## config.mk

```make
export PLATFORM = sky130hd
export DESIGN_NAME = pc_fetch_stage
export DESIGN_NICKNAME = d
export VERILOG_FILES = /design/src/rtl/pc_fetch_stage.sv
export SDC_FILE = /design/constraint.sdc
export NUM_CORES = 1
export LEC_CHECK = 0
export CAP_MARGIN = 10
export CORE_ASPECT_RATIO = 1.5
export CORE_MARGIN = 1.5
export CORE_UTILIZATION = 46
export CTS_CLUSTER_DIAMETER = 40
export CTS_CLUSTER_SIZE = 14
export DETAILED_ROUTE_END_ITERATION = 10
export GPL_ROUTABILITY_DRIVEN = 0
export PLACE_DENSITY = 0.9
export SETUP_SLACK_MARGIN = 0.5
export SYNTH_ARGS = -nofsm -noshare
export SYNTH_HDL_FRONTEND = slang
export SYNTH_SLANG_ARGS = --single-unit
export TNS_END_PERCENT = 10
```

## constraint.sdc

```tcl
create_clock -name clk -period 2.47 [get_ports clk]
set_clock_uncertainty 0.05 [all_clocks]
set_input_delay 0.494 -clock clk [delete_from_list [all_inputs] [get_ports clk]]
set_output_delay 0.494 -clock clk [all_outputs]
set_load 0.02 [all_outputs]
```

## src/rtl/pc_fetch_stage.sv

```systemverilog
// Instruction fetch: PC register, PC-source mux select, reset/interrupt vector sequencing, IF/ID register.
// Fetch-to-IF/ID takes 1 cycle. Stall holds the PC and IF/ID. Flush squashes IF/ID. Vector loads take VEC_LAT cycles.
module pc_fetch_stage #(
  parameter int VEC_LAT = 1
) (
  input  logic       clk,
  input  logic       rst,
  input  logic [7:0] next_pc,
  input  logic [1:0] pc_src_dp,
  input  logic       stall,
  input  logic       flush,
  input  logic       intr,
  input  logic [7:0] imem_data,
  output logic [7:0] pc,
  output logic [7:0] pc_plus_1,
  output logic [1:0] pc_sel,
  output logic       vec_sel,
  output logic [7:0] if_id_instr,
  output logic [7:0] if_id_pc1,
  output logic       if_id_valid,
  output logic       int_ack,
  output logic [7:0] ret_pc
);

  typedef enum logic [1:0] {
    BOOT = 2'd0,
    RUN  = 2'd1,
    INTV = 2'd2
  } state_t;

  typedef struct packed {
    logic [7:0] instr;
    logic [7:0] pc1;
    logic       valid;
  } if_id_t;

  localparam logic [1:0] WCNT_RELOAD = 2'(VEC_LAT - 1);
  localparam if_id_t     IF_ID_BUBBLE = '{instr: 8'h00, pc1: 8'h00, valid: 1'b0};

  state_t     state_q, state_d;
  logic [1:0] wcnt_q, wcnt_d;
  logic [7:0] pc_q, pc_d;
  if_id_t     if_id_q, if_id_d;
  logic       int_ack_q, int_ack_d;
  logic [7:0] ret_pc_q, ret_pc_d;

  assign pc_plus_1 = pc_q + 8'd1;

  always_comb begin
    state_d   = state_q;
    wcnt_d    = wcnt_q;
    pc_d      = pc_q;
    if_id_d   = if_id_q;
    int_ack_d = 1'b0;
    ret_pc_d  = ret_pc_q;
    pc_sel    = 2'b11;
    vec_sel   = 1'b0;

    unique case (state_q)
      BOOT, INTV: begin
        // Vector read in flight: decode sees bubbles, all pipeline controls ignored.
        vec_sel = (state_q == INTV);
        if_id_d = IF_ID_BUBBLE;
        if (wcnt_q == 2'd0) begin
          pc_d    = next_pc;
          wcnt_d  = WCNT_RELOAD;
          state_d = RUN;
        end else begin
          wcnt_d = wcnt_q - 2'd1;
        end
      end
      RUN: begin
        pc_sel = pc_src_dp;
        if (flush) begin
          pc_d    = next_pc;
          if_id_d = IF_ID_BUBBLE;
        end else if (stall) begin
          pc_d    = pc_q;
        end else if (intr && (pc_src_dp == 2'b00)) begin
          // Only taken on a sequential fetch so the return address is unambiguous.
          ret_pc_d  = pc_q;
          int_ack_d = 1'b1;
          if_id_d   = IF_ID_BUBBLE;
          state_d   = INTV;
        end else begin
          pc_d    = next_pc;
          if_id_d = '{instr: imem_data, pc1: pc_plus_1, valid: 1'b1};
        end
      end
      default: begin
        state_d = BOOT;
        wcnt_d  = WCNT_RELOAD;
      end
    endcase
  end

  always_ff @(posedge clk or posedge rst) begin
    if (rst) begin
      state_q   <= BOOT;
      wcnt_q    <= WCNT_RELOAD;
      pc_q      <= 8'h00;
      if_id_q   <= IF_ID_BUBBLE;
      int_ack_q <= 1'b0;
      ret_pc_q  <= 8'h00;
    end else begin
      state_q   <= state_d;
      wcnt_q    <= wcnt_d;
      pc_q      <= pc_d;
      if_id_q   <= if_id_d;
      int_ack_q <= int_ack_d;
      ret_pc_q  <= ret_pc_d;
    end
  end

  assign pc          = pc_q;
  assign if_id_instr = if_id_q.instr;
  assign if_id_pc1   = if_id_q.pc1;
  assign if_id_valid = if_id_q.valid;
  assign int_ack     = int_ack_q;
  assign ret_pc      = ret_pc_q;

endmodule

```

==> metrics.csv, run 1 <==
stage,metric,value,unit
die,initial_utilization,48.7,%
clock_network,ctsHoldBuffers,0,
global_route,grtUsageMet3,6.54,%
synth,synth_warnings,0,
cells_and_area,final_nets,233,
global_route,grt_remaining_overflow,0,
placement,io_buffers,67,
synth,synth-compound-area-share,14.6,%
synth,synth_fa_ha_area_share,0.738,%
clock_network,clockRootBuffer,clkbuf_8,
sta,fin_crit_sh,85.0,%
global_route,grt_usage,24.5,%
setup_path,arrival,2.22,ns
global_route,grt_pass1_vias,1477,
die,fp.coreArea,0.00348,mm2
synth,synth_cell_type_count,33,
setup_path,required,2.59,ns
pwr,p_leak,1.18,nW
setup_path,start_kind,input port,
setup_path,crit_family,simple AND/OR/NAND/NOR gates,
setup_path,path_buf_inv,1,
setup_path,critical_path_class,in -> reg,
clock_network,cts_tree,yes,
routing,routedWlPerCell,17.7,um
setup_path,path_max_fanout,10,
routing,first_pass_iters,4,
synth,synth_area_leaders,"dfrtp_1, mux2_2, a22o_1",
clock_network,clk_path_buf_depth,2,
sta,setup_viol,0,
flow_run,drv_cap,0,
die,die_x,52.6,um
synth,synthMuxAreaShare,11.8,%
sta,hold_viol_final,0,
global_route,grt_pass1_wl,7180,um
synth,synthSimpleGateAreaFrac,11.4,%
synth,syn-instance-count,134,
die,die_area,0.00407,mm2
placement,place_hpwl,3280,um
routing,drt-total-wl,4470,um
synth,synth_edf_count,0,
synth,synth_top_family_by_area,compound AO/OA/AOI/OAI gates,
hold_path,timing.hold.worst.class,reg -> reg,
setup_path,cp_cell_sequence,clkdlybuf4s50_1 > or3b_1 > nand2b_1 > mux2_2,
die,row_count,26,
clock_network,clock_latency,0.29,ns
setup_path,regToRegSetupSlack,0.65,ns
synth,ys_ff_latch,38,
global_route,top_usage_layer,met2,
setup_path,reg2reg_depth,3,
clock_network,cts_buffers,5,
sta,slew_viol_final,0,
synth,synth-async-reset-ratio,100,%
sta,fin_setup_tns,0,ns
synth,avgSynthCellArea,12.7,um2
pwr,power.density,864,mW/mm2
placement,place_area,0.00245,mm2
sta,final.min_clock_period,2.10,ns
cells_and_area,finish.instance_area,0.00255,mm2
die,io_pins,68,
global_route,grt_use_met1,27.7,%
hold_path,hold_start,if_id_valid,
synth,ys_seq_area_share,56.1,%
global_route,grt_max_degree,39,
synth,synthXorXnorAreaFrac,2.58,%
setup_path,r2r-start,state_q[1],
sta,worstMarginPinSlew,0.744,ns
routing,final_antenna_net_count,0,
setup_path,worstSetupEndpointType,register,
sta,max_freq,476,MHz
pwr,ir_worst_vdd,0.753,mV
synth,dominantRegCellSynth,dfrtp_1,
clock_network,cts_setup_buffers,0,
routing,via_per_inst,5.43,
setup_path,critPathMaxStageDelay,0.47,ns
setup_path,slowest_stage,clkdlybuf4s50_1,
sta,rsz0062_at_grt,yes,
global_route,use_met2,41.4,%
routing,vias,1368,
cells_and_area,drive_gt1_share,22.4,%
cells_and_area,diodes,0,
hold_path,hold_depth,1,
status,outcome,finished clean,
routing,drc,0,
clock_network,clkTransAtPathRegs,0.07,ns
clock_network,clock-sinks,38,
synth,synth_nets,158,
synth,synth_area_leader_cell,dfrtp_1,
global_route,antenna_found_initial,0,
die,dieHeight,77.4,um
synth,synth_top_area_share,56.1,%
routing,drtIter0Drc,27,
clock_network,htree_levels,2,
hold_path,hold_end,if_id_valid,
synth,synthesis.area,0.00170,mm2
setup_path,r2r-end,if_id_instr[2],
sta,max_slew_margin,50.4,%
cells_and_area,area_delta_synth_final,50.7,%
==> flip-flops by register name, indices dropped and copies added, names as in the netlist <==
signal       flops
if_id_valid      1
int_ack          1
wcnt_q           2
pc               8
if_id_pc1        8
state_q          2
ret_pc           8
if_id_instr      8
==> worst max path at each step <==
| stage | start | end | cells after the start |
|---|---|---|---|
| final | intr | ret_pc[6] | 4 |
| after global routing | pc[0] | pc_plus_1[0] | 3 |
| after CTS | state_q[1] | vec_sel | 2 |
| after detailed placement | pc_src_dp[0] | if_id_pc1[0] | 4 |
| after global placement | intr | if_id_instr[7] | 4 |
| after floorplan | pc[1] | pc_plus_1[6] | 4 |
==> power by group <==
part	total (mW)	internal [mW]	leakage, nW	switching (mW)
Clock	0.437	0.225	0.0482	0.212
Sequential	0.848	0.748	0.485	0.100
Combinational	0.921	0.462	0.648	0.459
Total	2.21	1.44	1.18	0.771
==> through the flow <==
| stage | std cells | util (%) | hold slack, ns | worst slack (ns) | total power [mW] |
|---|---|---|---|---|---|
| after floorplan | 134 | - | 0.462 | 0.537 | 1.31 |
| after global placement | 244 | 70.4 | 0.417 | 0.156 | 1.75 |
| after detailed placement | 244 | 70.4 | 0.418 | 0.0988 | 1.78 |
| after CTS | 252 | 72.9 | 0.434 | 0.240 | 2.21 |
| after global routing | 252 | 73.4 | 0.465 | 0.324 | 2.31 |
| final | 252 | 73.4 | 0.432 | 0.371 | 2.21 |
==> cells in the mapped netlist, drive strengths merged, types with 3 or more instances <==
master / instances
inv: 3
a22o: 14
xor2: 3
nor2b: 4
nand2b: 3
clkbuf: 4
nand2: 7
nor2: 3
buf: 4
a21o: 3
mux2: 16
dfrtp: 38
nand3: 7
==> per-layer routing <==
metal	up-vias	part of all wire, %
li1	634	-
met1	678	37
met2	46	56
met3	10	4.0
met4	0	2.4
met5	-	0
==> layout by cell type, fill, tap and decap left out, drive strengths merged, types with 3 or more instances in the layout <==
cell and n:
clkdlybuf4s50 57, nand2 7, nand2b 3, nor2b 4, dlygate4sd2 3, mux2 16
nand3 7, dfrtp 38, buf 14, xor2 3, nor2 3, clkbuf 7
a21o 3, a22o 14, inv 3
==> cell type report <==
cell class | instances | area [um2]
Fill cell | 227 | 926
Clock inverter | 1 | 5.00
Tap cell | 42 | 52.6
Multi-Input combinational cell | 85 | 727
Clock buffer | 7 | 86.3
Inverter | 3 | 11.3
Timing Repair Buffer | 76 | 719
Sequential cell | 38 | 953
==> cell families after synthesis <==
group                      count (synthesis)
DFF                                       38
and+or+nand+nor                           33
AOI/OAI and AO/OA                         28
muxes                                     18
buffers and inverters                     11
xor gates and xnor gates                   5
adders and majority gates                  1
==> repair_timing <==
action	4_1_cts	5_1_grt
cloned	0	0
setup endpoints to repair	47	48
resized for setup	23	13
(Power assumes the default switching activity.)
==> run 2, diff against run 1 <==
Settings changed: CORE_UTILIZATION 46 to 39, PLACE_DENSITY 0.9 to 0.82.
Clock period 2.47 ns to 1.76 ns, I/O delays scaled along.
==> run 2 against run 1 <==
Register-to-register slack worse by 0.57 ns. The flow now finishes with violations (setup timing). Sequential power is 43% higher. Critical path type is now reg -> out. Largest cell class is now non-clock buffers. Sequential share of layout area is 7.3 points lower. Critical path depth is 1 higher.
==> metrics.csv, run 2 (synthesis gave the netlist of run 1 again) <==
stage,metric,value,unit
status,outcome,"complete, but fails checks",
status,violations,setup timing,
clock_network,cts_buffers,5,
sta,max_slew_margin,76.8,%
setup_path,reg2reg_depth,4,
setup_path,path_max_fanout,4,
global_route,grt_remaining_overflow,0,
setup_path,r2r-end,pc[7],
pwr,combPwrFrac,48.4,%
pwr,power,3.70,mW
cells_and_area,area_delta_synth_final,89.4,%
setup_path,regToRegSetupSlack,0.08,ns
sta,worst_slack,-0.0710,ns
die,row_count,29,
setup_path,worstSetupEndpointType,primary output,
global_route,antenna_found_initial,0,
placement,place_hpwl,3210,um
sta,max_freq,546,MHz
setup_path,path_buf_inv,2,
die,initial_utilization,40.3,%
setup_path,critPathMaxStageDelay,0.42,ns
setup_path,critical_path_class,reg -> out,
sta,hold_viol_final,0,
global_route,grt_max_degree,39,
cells_and_area,final_common_cell,buf_6,
cells_and_area,final_cells,293,
cells_and_area,final_cell_mix,"buf_6, dfrtp_1, buf_4",
routing,drc,0,
setup_path,slowest_stage,dfrtp_2,
sta,fin_setup_tns,-0.187,ns
routing,routedWlPerCell,18.4,um
flow_run,drv_cap,0,
pwr,internal-power,2.43,mW
clock_network,clockRootBuffer,clkbuf_8,
cells_and_area,drive_gt1_share,62.3,%
routing,final_antenna_net_count,0,
routing,vias,1520,
clock_network,cts_tree,yes,
pwr,netSwitchingFraction,34.4,%
die,die_x,56.8,um
global_route,grt_pass1_vias,1575,
sta,worstMarginPinSlew,0.347,ns
cells_and_area,final_nets,270,
clock_network,clock-sinks,38,
clock_network,clkTransAtPathRegs,0.08,ns
clock_network,clk_path_buf_depth,2,
sta,final.min_clock_period,1.83,ns
pwr,power_switching,1.27,mW
setup_path,start_kind,register,
routing,first_pass_iters,4,
pwr,power_frac_seq,32.7,%
setup_path,crit_family,flip-flops,
die,fp.coreArea,0.00421,mm2
setup_path,crit_top_cell,buf_6,
hold_path,timing.hold.worst.class,in -> async,
setup_path,startpoint,pc[1],
sta,setup_viol,4,
clock_network,clock_latency,0.29,ns
placement,dp_cells,269,
sta,rsz0062_at_grt,yes,
placement,io_buffers,67,
setup_path,cp_cell_sequence,ha_4 > buf_6 > nand3_4 > xnor2_4 > buf_6,
pwr,p_clk_share,18.9,%
clock_network,htree_levels,2,
setup_path,arrival,1.43,ns
setup_path,required,1.36,ns
cells_and_area,diodes,0,
sta,fin_crit_sh,104,%
sta,slew_viol_final,0,
die,io_pins,68,
pwr,power.density,1150,mW/mm2
routing,drtIter0Drc,51,
routing,drt-total-wl,5400,um
die,dieHeight,83.8,um
global_route,grt_usage,22.5,%
setup_path,r2r-start,state_q[1],
die,die_area,0.00476,mm2
pwr,p_leak,1.58,nW
clock_network,ctsHoldBuffers,0,
routing,via_per_inst,5.19,
pwr,ir_worst_vdd,0.929,mV
global_route,grt_pass1_wl,8170,um
run 2: cell count changes in the layout (fill, tap and decap cells not counted), sizes merged:
| cell | change |
|---|---|
| buf | +77 |
| clkbuf | +1 |
| clkdlybuf4s50 | -40 |
| clkinv | -1 |
| dlygate4sd2 | +2 |
| dlymetal6s2s | -2 |
run 2: how the worst max path moves through the flow:
| stage | slack, ns | to | cells after the start |
|---|---|---|---|
| CTS | -0.02 | pc_plus_1[6] | 5 |
| global route | -0.12 | pc_plus_1[7] | 5 |
| floorplan | 0.16 | if_id_instr[0] | 6 |
| detailed placement | -0.32 | pc[6] | 5 |
| global placement | -0.29 | pc[1] | 5 |
| finish | -0.07 | pc_plus_1[4] | 5 |
run 2: through the flow:
stage | hold WS, ns | util (%) | instance area [um2] | worst slack, ns
3_3_place_gp | 0.410 | 65.5 | 2760 | -0.295
5_1_grt | 0.403 | 76.3 | 3210 | -0.123
2_1_floorplan | 0.440 | - | 1820 | 0.163
6_report | 0.348 | 76.3 | 3210 | -0.0710
3_5_place_dp | 0.422 | 65.5 | 2760 | -0.322
4_1_cts | 0.363 | 71.2 | 3000 | -0.0234
run 2: worst register-to-register path, stage by stage, from the launching register on:
cell and delay, ns:
dfrtp_2 0.46, buf_6 0.14, o41ai_4 0.41, buf_6 0.19, mux2_4 0.31
run 2: repair_timing:
action,4_1_cts,5_1_grt
setup buffers,8,8
endpoints found under the setup margin,81,68
pin swaps,36,27
gates resized for setup,272,45
run 2: layer usage:
metal,up-vias,track usage [%],share of wire [%]
met5,-,0,0
met4,0,8.25,1.6
met3,7,3.41,2.7
met2,37,39.1,56
met1,770,28.0,40
li1,706,-,-
run 2: area by class of cell:
cell class              count  area [um2]
flip-flops and latches     38         962
inverters                   3        11.3
multi-input cells          85         968
fillers                   257         998
clock buffers               8         110
well taps                  46        57.6
repair buffers            113        1100
run 2: power groups by stage:
stage,combinational [mW],sequential [mW],clock [mW]
floorplan,0.527,1.41,0
global placement,1.48,1.19,0
detailed placement,1.50,1.19,0
CTS,1.60,1.18,0.720
global route,1.88,1.23,0.756
finish,1.79,1.21,0.701
